<file path="config.mk">
export PLATFORM = sky130hd
export DESIGN_NAME = ecc_operand_assembler
export DESIGN_NICKNAME = d
export VERILOG_FILES = /design/src/rtl/ecc_defines_pkg.sv /design/src/rtl/ecc_operand_slot.sv /design/src/rtl/ecc_operand_assembler.sv
export SDC_FILE = /design/constraint.sdc
export NUM_CORES = 2
export LEC_CHECK = 0
export BUFFER_PORTS_ARGS = -buffer_cell sky130_fd_sc_hd__buf_2
export CORE_AREA = 4 4 644 646
export CTS_BUF_LIST = sky130_fd_sc_hd__clkbuf_8
export DETAILED_ROUTE_END_ITERATION = 12
export DIE_AREA = 0 0 648 650
export HOLD_SLACK_MARGIN = 0.08
export PLACE_DENSITY = 0.4
export SYNTH_ARGS = -nofsm -noshare
export SYNTH_HDL_FRONTEND = slang
export SYNTH_SLANG_ARGS = --single-unit
</file>
<file path="constraint.sdc">
create_clock -name clk -period 1.8 [get_ports clk]
set_clock_uncertainty 0.05 [all_clocks]
set_input_delay 0.45 -clock clk [delete_from_list [all_inputs] [get_ports clk]]
set_output_delay 0.45 -clock clk [all_outputs]
set_load 0.01 [all_outputs]
</file>
<file path="src/rtl/ecc_defines_pkg.sv">
// ---------------------------------------------------------------------------
// ecc_defines_pkg
// Shared definitions for the ECC operand assembler:
//   - ecc_req_t          : 32-bit register-access request from the bus bridge
//   - ECC_OPND_WORDS     : number of 32-bit words in a 384-bit operand
//   - ecc_opnd_state_e   : per-slot load state (EMPTY / PARTIAL / FULL)
//   - ADDR_*             : bit positions of the window, slot-select and
//                          word-index fields inside req.addr
// ---------------------------------------------------------------------------
package ecc_defines_pkg;

    localparam int ECC_OPND_WORDS = 12;

    // addr[11:8] selects the operand window, addr[7:6] the slot and
    // addr[5:2] the 32-bit word; addr[1:0] carries no information.
    localparam int ADDR_WIN_HI  = 11;
    localparam int ADDR_WIN_LO  = 8;
    localparam int ADDR_SEL_HI  = 7;
    localparam int ADDR_SEL_LO  = 6;
    localparam int ADDR_WORD_HI = 5;
    localparam int ADDR_WORD_LO = 2;

    typedef enum logic [1:0] {
        EMPTY   = 2'd0,
        PARTIAL = 2'd1,
        FULL    = 2'd2
    } ecc_opnd_state_e;

    typedef struct packed {
        logic [31:0] addr;
        logic [31:0] wdata;
        logic        write;
    } ecc_req_t;

endpackage

</file>
<file path="src/rtl/ecc_operand_slot.sv">
// ---------------------------------------------------------------------------
// ecc_operand_slot
// One operand register with its word-completion mask and load state machine.
// Word 0 is the most significant 32 bits of the operand.
//
// Ports:
//   clk, reset_n : clock and asynchronous active-low reset
//   zeroize      : synchronous clear of data, mask and state (highest priority)
//   wr_en        : accepted write to this slot (already qualified upstream)
//   word_idx     : word index of the write, 0 = most significant word
//   wdata        : write data
//   data         : stored operand
//   valid        : every word has been written since the last (re)start
//   done         : one-cycle pulse on the transition into FULL
// ---------------------------------------------------------------------------
module ecc_operand_slot
    import ecc_defines_pkg::*;
#(
    parameter int REG_SIZE = 384
) (
    input  logic                clk,
    input  logic                reset_n,
    input  logic                zeroize,
    input  logic                wr_en,
    input  logic [3:0]          word_idx,
    input  logic [31:0]         wdata,
    output logic [REG_SIZE-1:0] data,
    output logic                valid,
    output logic                done
);

    localparam int NW = REG_SIZE / 32;

    ecc_opnd_state_e     state;
    ecc_opnd_state_e     state_nxt;
    logic [NW-1:0]       wmask;
    logic [NW-1:0]       wmask_nxt;
    logic [NW-1:0]       word_bit;
    logic [NW-1:0]       merged;
    logic [REG_SIZE-1:0] data_nxt;
    logic                done_nxt;

    always_comb begin
        state_nxt = state;
        wmask_nxt = wmask;
        data_nxt  = data;
        done_nxt  = 1'b0;
        word_bit  = '0;
        merged    = '0;

        for (int w = 0; w < NW; w++) begin
            if (int'(word_idx) == w) begin
                word_bit[w] = 1'b1;
                if (wr_en) begin
                    data_nxt[REG_SIZE-1-32*w -: 32] = wdata;
                end
            end
        end

        if (wr_en) begin
            // A write to an EMPTY or FULL slot starts a fresh load; only a
            // PARTIAL slot accumulates. Rewrites of a present word leave the
            // mask unchanged, so they never count twice.
            case (state)
                PARTIAL: merged = wmask | word_bit;
                default: merged = word_bit;
            endcase
            wmask_nxt = merged;
            if (&merged) begin
                state_nxt = FULL;
                done_nxt  = 1'b1;
            end else begin
                state_nxt = PARTIAL;
            end
        end
    end

    always_ff @(posedge clk or negedge reset_n) begin
        if (!reset_n) begin
            state <= EMPTY;
            wmask <= '0;
            data  <= '0;
            done  <= 1'b0;
        end else if (zeroize) begin
            state <= EMPTY;
            wmask <= '0;
            data  <= '0;
            done  <= 1'b0;
        end else begin
            state <= state_nxt;
            wmask <= wmask_nxt;
            data  <= data_nxt;
            done  <= done_nxt;
        end
    end

    assign valid = (state == FULL);

endmodule

</file>
<file path="src/rtl/ecc_operand_assembler.sv">
// ---------------------------------------------------------------------------
// ecc_operand_assembler
// Assembles four operand registers (private key, message hash, public key X,
// public key Y) from the 32-bit ecc_req_t register stream, tracks per-operand
// completion, locks writes while the core is busy, and returns registered
// read-back data.
//
// Ports:
//   clk, reset_n   : clock and asynchronous active-low reset
//   zeroize        : synchronous clear of every operand; drops same-cycle request
//   req_dv         : request valid (one cycle per request)
//   req_data       : addr / wdata / write
//   core_busy      : core is consuming operands; writes are rejected
//   rdata          : read data, holds its value between reads
//   rdata_vld      : one-cycle read-data valid
//   err            : one-cycle request error (locked write or bad word index)
//   operand_o      : slot k occupies operand_o[k*REG_SIZE +: REG_SIZE]
//   operand_valid  : per-slot FULL flag
//   load_done      : per-slot one-cycle pulse when the slot becomes FULL
// ---------------------------------------------------------------------------
module ecc_operand_assembler
    import ecc_defines_pkg::*;
#(
    parameter int          REG_SIZE = 384,
    parameter int          NUM_OPND = 4,
    parameter logic [3:0]  WIN_BASE = 4'h1
) (
    input  logic                         clk,
    input  logic                         reset_n,
    input  logic                         zeroize,
    input  logic                         req_dv,
    input  ecc_req_t                     req_data,
    input  logic                         core_busy,
    output logic [31:0]                  rdata,
    output logic                         rdata_vld,
    output logic                         err,
    output logic [NUM_OPND*REG_SIZE-1:0] operand_o,
    output logic [NUM_OPND-1:0]          operand_valid,
    output logic [NUM_OPND-1:0]          load_done
);

    localparam int NW = REG_SIZE / 32;

    logic [3:0]          win;
    logic [1:0]          sel;
    logic [3:0]          idx;
    logic                in_win;
    logic                idx_ok;
    logic                wr_ok;
    logic                rd_ok;
    logic                err_nxt;
    logic [31:0]         rd_word;
    logic [NUM_OPND-1:0] wr_en;
    logic [REG_SIZE-1:0] slot_data [NUM_OPND];
    logic                unused_addr_bits;

    assign win    = req_data.addr[ADDR_WIN_HI:ADDR_WIN_LO];
    assign sel    = req_data.addr[ADDR_SEL_HI:ADDR_SEL_LO];
    assign idx    = req_data.addr[ADDR_WORD_HI:ADDR_WORD_LO];
    assign unused_addr_bits = ^{req_data.addr[31:12], req_data.addr[1:0]};

    // Zeroize swallows any request in the same cycle, including its error.
    assign in_win = req_dv && (win == WIN_BASE) && !zeroize;
    assign idx_ok = (int'(idx) < NW);
    assign wr_ok  = in_win &&  req_data.write && !core_busy && idx_ok;
    assign rd_ok  = in_win && !req_data.write;
    assign err_nxt = in_win && (req_data.write ? (core_busy || !idx_ok) : !idx_ok);

    always_comb begin
        rd_word = '0;
        for (int w = 0; w < NW; w++) begin
            if (int'(idx) == w) begin
                rd_word = slot_data[sel][REG_SIZE-1-32*w -: 32];
            end
        end
    end

    for (genvar k = 0; k < NUM_OPND; k++) begin : g_slot
        assign wr_en[k] = wr_ok && (int'(sel) == k);

        ecc_operand_slot #(
            .REG_SIZE (REG_SIZE)
        ) u_slot (
            .clk      (clk),
            .reset_n  (reset_n),
            .zeroize  (zeroize),
            .wr_en    (wr_en[k]),
            .word_idx (idx),
            .wdata    (req_data.wdata),
            .data     (slot_data[k]),
            .valid    (operand_valid[k]),
            .done     (load_done[k])
        );

        assign operand_o[k*REG_SIZE +: REG_SIZE] = slot_data[k];
    end

    // Response register stage: request in cycle N answers in cycle N+1.
    // Read-back of key material is also cleared by zeroize.
    always_ff @(posedge clk or negedge reset_n) begin
        if (!reset_n) begin
            rdata     <= '0;
            rdata_vld <= 1'b0;
            err       <= 1'b0;
        end else if (zeroize) begin
            rdata     <= '0;
            rdata_vld <= 1'b0;
            err       <= 1'b0;
        end else begin
            rdata_vld <= rd_ok;
            err       <= err_nxt;
            if (rd_ok) begin
                rdata <= idx_ok ? rd_word : 32'd0;
            end
        end
    end

endmodule

</file>
==> flow_summary.yaml <==
power:
  power_mw: 112
  leakage_nw: 61.1
  power_density_nw_per_um2: 855
  ir_drop_mv: 0.559
die:
  die_w_um: 648
  die_area_um2: 421000
  ioPinCount: 1648
  num_rows: 235
  die_y_um: 650
  core_area_um2: 409000
  start_util_pct: 17.4
route:
  drt_iter0_drc: 6565
  drt_pass1_iterations: 6
  drc_errors: 0
  ant_nets: 0
  viasPerCell: 4.54
  finalWirelength_um: 551000
  wire_per_inst_um: 33.0
  routed-via-count: 75600
global_route:
  grt_start_max_net_pins: 90
  grt_pass1_vias: 73500
  antenna_found_initial: 40
  overflow: 0
  grt_usage_pct: 25.0
  grt_pass1_wl_um: 713000
synthesis:
  synth.avg_cell_area_um2: 10.8
  synth-seq-cells: 1630
  seq_area_frac_synth_pct: 57.3
  ys_types: 69
  yosysWarnings: 0
  synth-edff-count: 0
  synth_cells: 6592
  synth.largest_area_cell: "dfrtp_1"
  synth.most_common_cell: "nand2_1"
  synthFlopType: "dfrtp_1"
  synth_commonest_cells: "1,692 x nand2_1, 1,630 x dfrtp_1, 1,589 x o21ai_0, 447 x clkbuf_1, 371 x mux4_2"
  synthTopCellsByArea: "dfrtp_1 57%, mux4_2 12%, o21ai_0 11%"
  synth.cell_area_um2: 71200
  syn-num-nets: 6662
  synth_async_sr_flop_share_pct: 100
  synth_top_area_share_pct: 57.3
cts:
  cts_tree: "done"
  worstSkewPairLatency_ns: 1.10
  ctsRootBufferMaster: "clkbuf_8"
  htree_levels: 5
  clock-sinks: 1630
  clk_transition_reported_paths_ns: 0.05
  cts_inserted_buffers: 324
  clockBufferDepth: 4
worst_setup_path:
  cp_max_fo: 2
  worstPathArrival_ns: 1.92
  worst_ep_required_time_ns: 1.30
  start_kind: "register"
  crit_type: "register to output port"
  end_kind: "output port"
status:
  violations: "negative setup slack"
  status: "complete, but fails checks"
cells_and_area:
  area_delta_synth_final_pct: 83.2
  drive_above_1_share_pct: 52.3
  fin_area_um2: 130000
  nNetsFinal: 11000
timing:
  hold_viol_final: 0
  rsz0062_at_grt: "true"
  worstMarginPinSlew_ns: 1.12
  fin_crit_sh_pct: 135
  fin_hold_ws_ns: 0.165
  max_clock_freq_mhz: 413
  drv_slew: 0
  layout_min_cycle_time_ns: 2.42
  setup_slack_ns: -0.624
  relSlewSlack_pct: 25.2
  setup_viol: 2753
hold_path:
  hp-class: "primary input to register"
placement:
  place_area_um2: 101000
  hpwl_um: 432000
  port_buffers: 1625
  preCtsSetupSlack_ns: -1.92
  gp_congestion: 0.935
run:
  maxCapViolCount: 0
==> what timing repair did <==
item,4_1_cts,5_1_grt
hold buffers,44,1
buffers inserted,745,699
gates resized for setup,2319,1039
hold endpoints to repair,3199,4
cloned,0,2
setup endpoints to repair,1639,3545
pin swaps,18,88
==> power by group <==
part	internal [mW]	switching [mW]	total, mW
registers	39.4	2.37	41.8
logic	14.7	15.5	30.3
clock network	20.7	18.8	39.5
==> worst max-delay path: stages, from the launching register on <==
cell     delay, ns
dfrtp_1       0.38
buf_6         0.12
nor2b_4       0.16
buf_6         0.13
buf_6         0.10
==> per-layer routing <==
metal,up-vias,track usage (%),part of all wire (%)
li1,32400,-,-
met1,38600,31.8,41
met2,3586,39.8,45
met3,921,6.54,8.3
met4,18,11.1,5.8
met5,-,0,0.023
==> path summary, 6_finish.rpt <==
check	from	endpoint	slack [ns]	depth (start not counted)
max in group asynchronous	reset_n	g_slot[0].u_slot.data[179]$_DFFE_PN0P_	-0.28	6
max reg2reg	g_slot[2].u_slot.data[222]$_DFFE_PN0P_	rdata[30]$_DFFE_PN0P_	-0.49	8
min reg2reg	g_slot[3].u_slot.wmask[5]$_DFFE_PN0P_	g_slot[3].u_slot.wmask[5]$_DFFE_PN0P_	0.43	2
max	g_slot[3].u_slot.state[0]$_DFFE_PN0P_	operand_valid[3]	-0.62	4
min	zeroize	g_slot[0].u_slot.state[0]$_DFFE_PN0P_	0.16	5
min in group asynchronous	reset_n	g_slot[3].u_slot.data[130]$_DFFE_PN0P_	0.69	3
==> state kept, by name, indices dropped and copies added, names as in the netlist <==
| register | flops |
|---|---|
| g_slot.u_slot.state | 8 |
| g_slot.u_slot.wmask | 48 |
| rdata | 32 |
| err | 1 |
| g_slot.u_slot.data | 1536 |
| g_slot.u_slot.done | 4 |
| rdata_vld | 1 |
==> cell type report <==
| class | instances | area (µm²) |
|---|---|---|
| fill | 41900 | 279000 |
| timing repair buffer | 4705 | 47100 |
| sequential | 1630 | 41000 |
| multi-input combinational | 4287 | 28900 |
| tap | 5451 | 6820 |
| clock buffer | 391 | 5380 |
| clock inverter | 171 | 1120 |
| antenna | 23 | 57.6 |
| inverter | 8 | 35.0 |
==> cell families (layout without fill, tap and decap cells) <==
kind of cell	count (synthesis)	count (layout)	share of synthesized area, %
AOI/OAI and AO/OA	1986	1986	15.7
and+or+nand+nor	1895	1895	10.6
DFF	1630	1630	57.3
buffers and inverters	675	5275	4.18
muxes	406	406	12.2
other	0	23	0
==> cells in the final DEF (no fill, tap or decap), types with 72 or more instances in the layout <==
master	Yosys	layout
o21ai_1	23	1260
clkbuf_8	0	391
dfrtp_1	1630	1489
o21ai_0	1589	345
buf_2	152	298
nor2_1	79	72
inv_1	6	124
nand2_1	1692	1654
buf_12	0	334
buf_4	45	1887
dfrtp_2	0	141
buf_6	11	2085
mux4_2	371	371
==> stage by stage <==
| step | utilization [%] | cells | TNS, ns |
|---|---|---|---|
| after floorplan | - | 6592 | -249.37 |
| after global placement | 24.6 | 14700 | -1380.88 |
| after detailed placement | 24.6 | 14700 | -1393.92 |
| after CTS | 29.8 | 16000 | -958.26 |
| after global routing | 31.9 | 16600 | -865.47 |
| final | 31.9 | 16700 | -691.87 |
No activity file was read; power rests on OpenSTA's default activity.
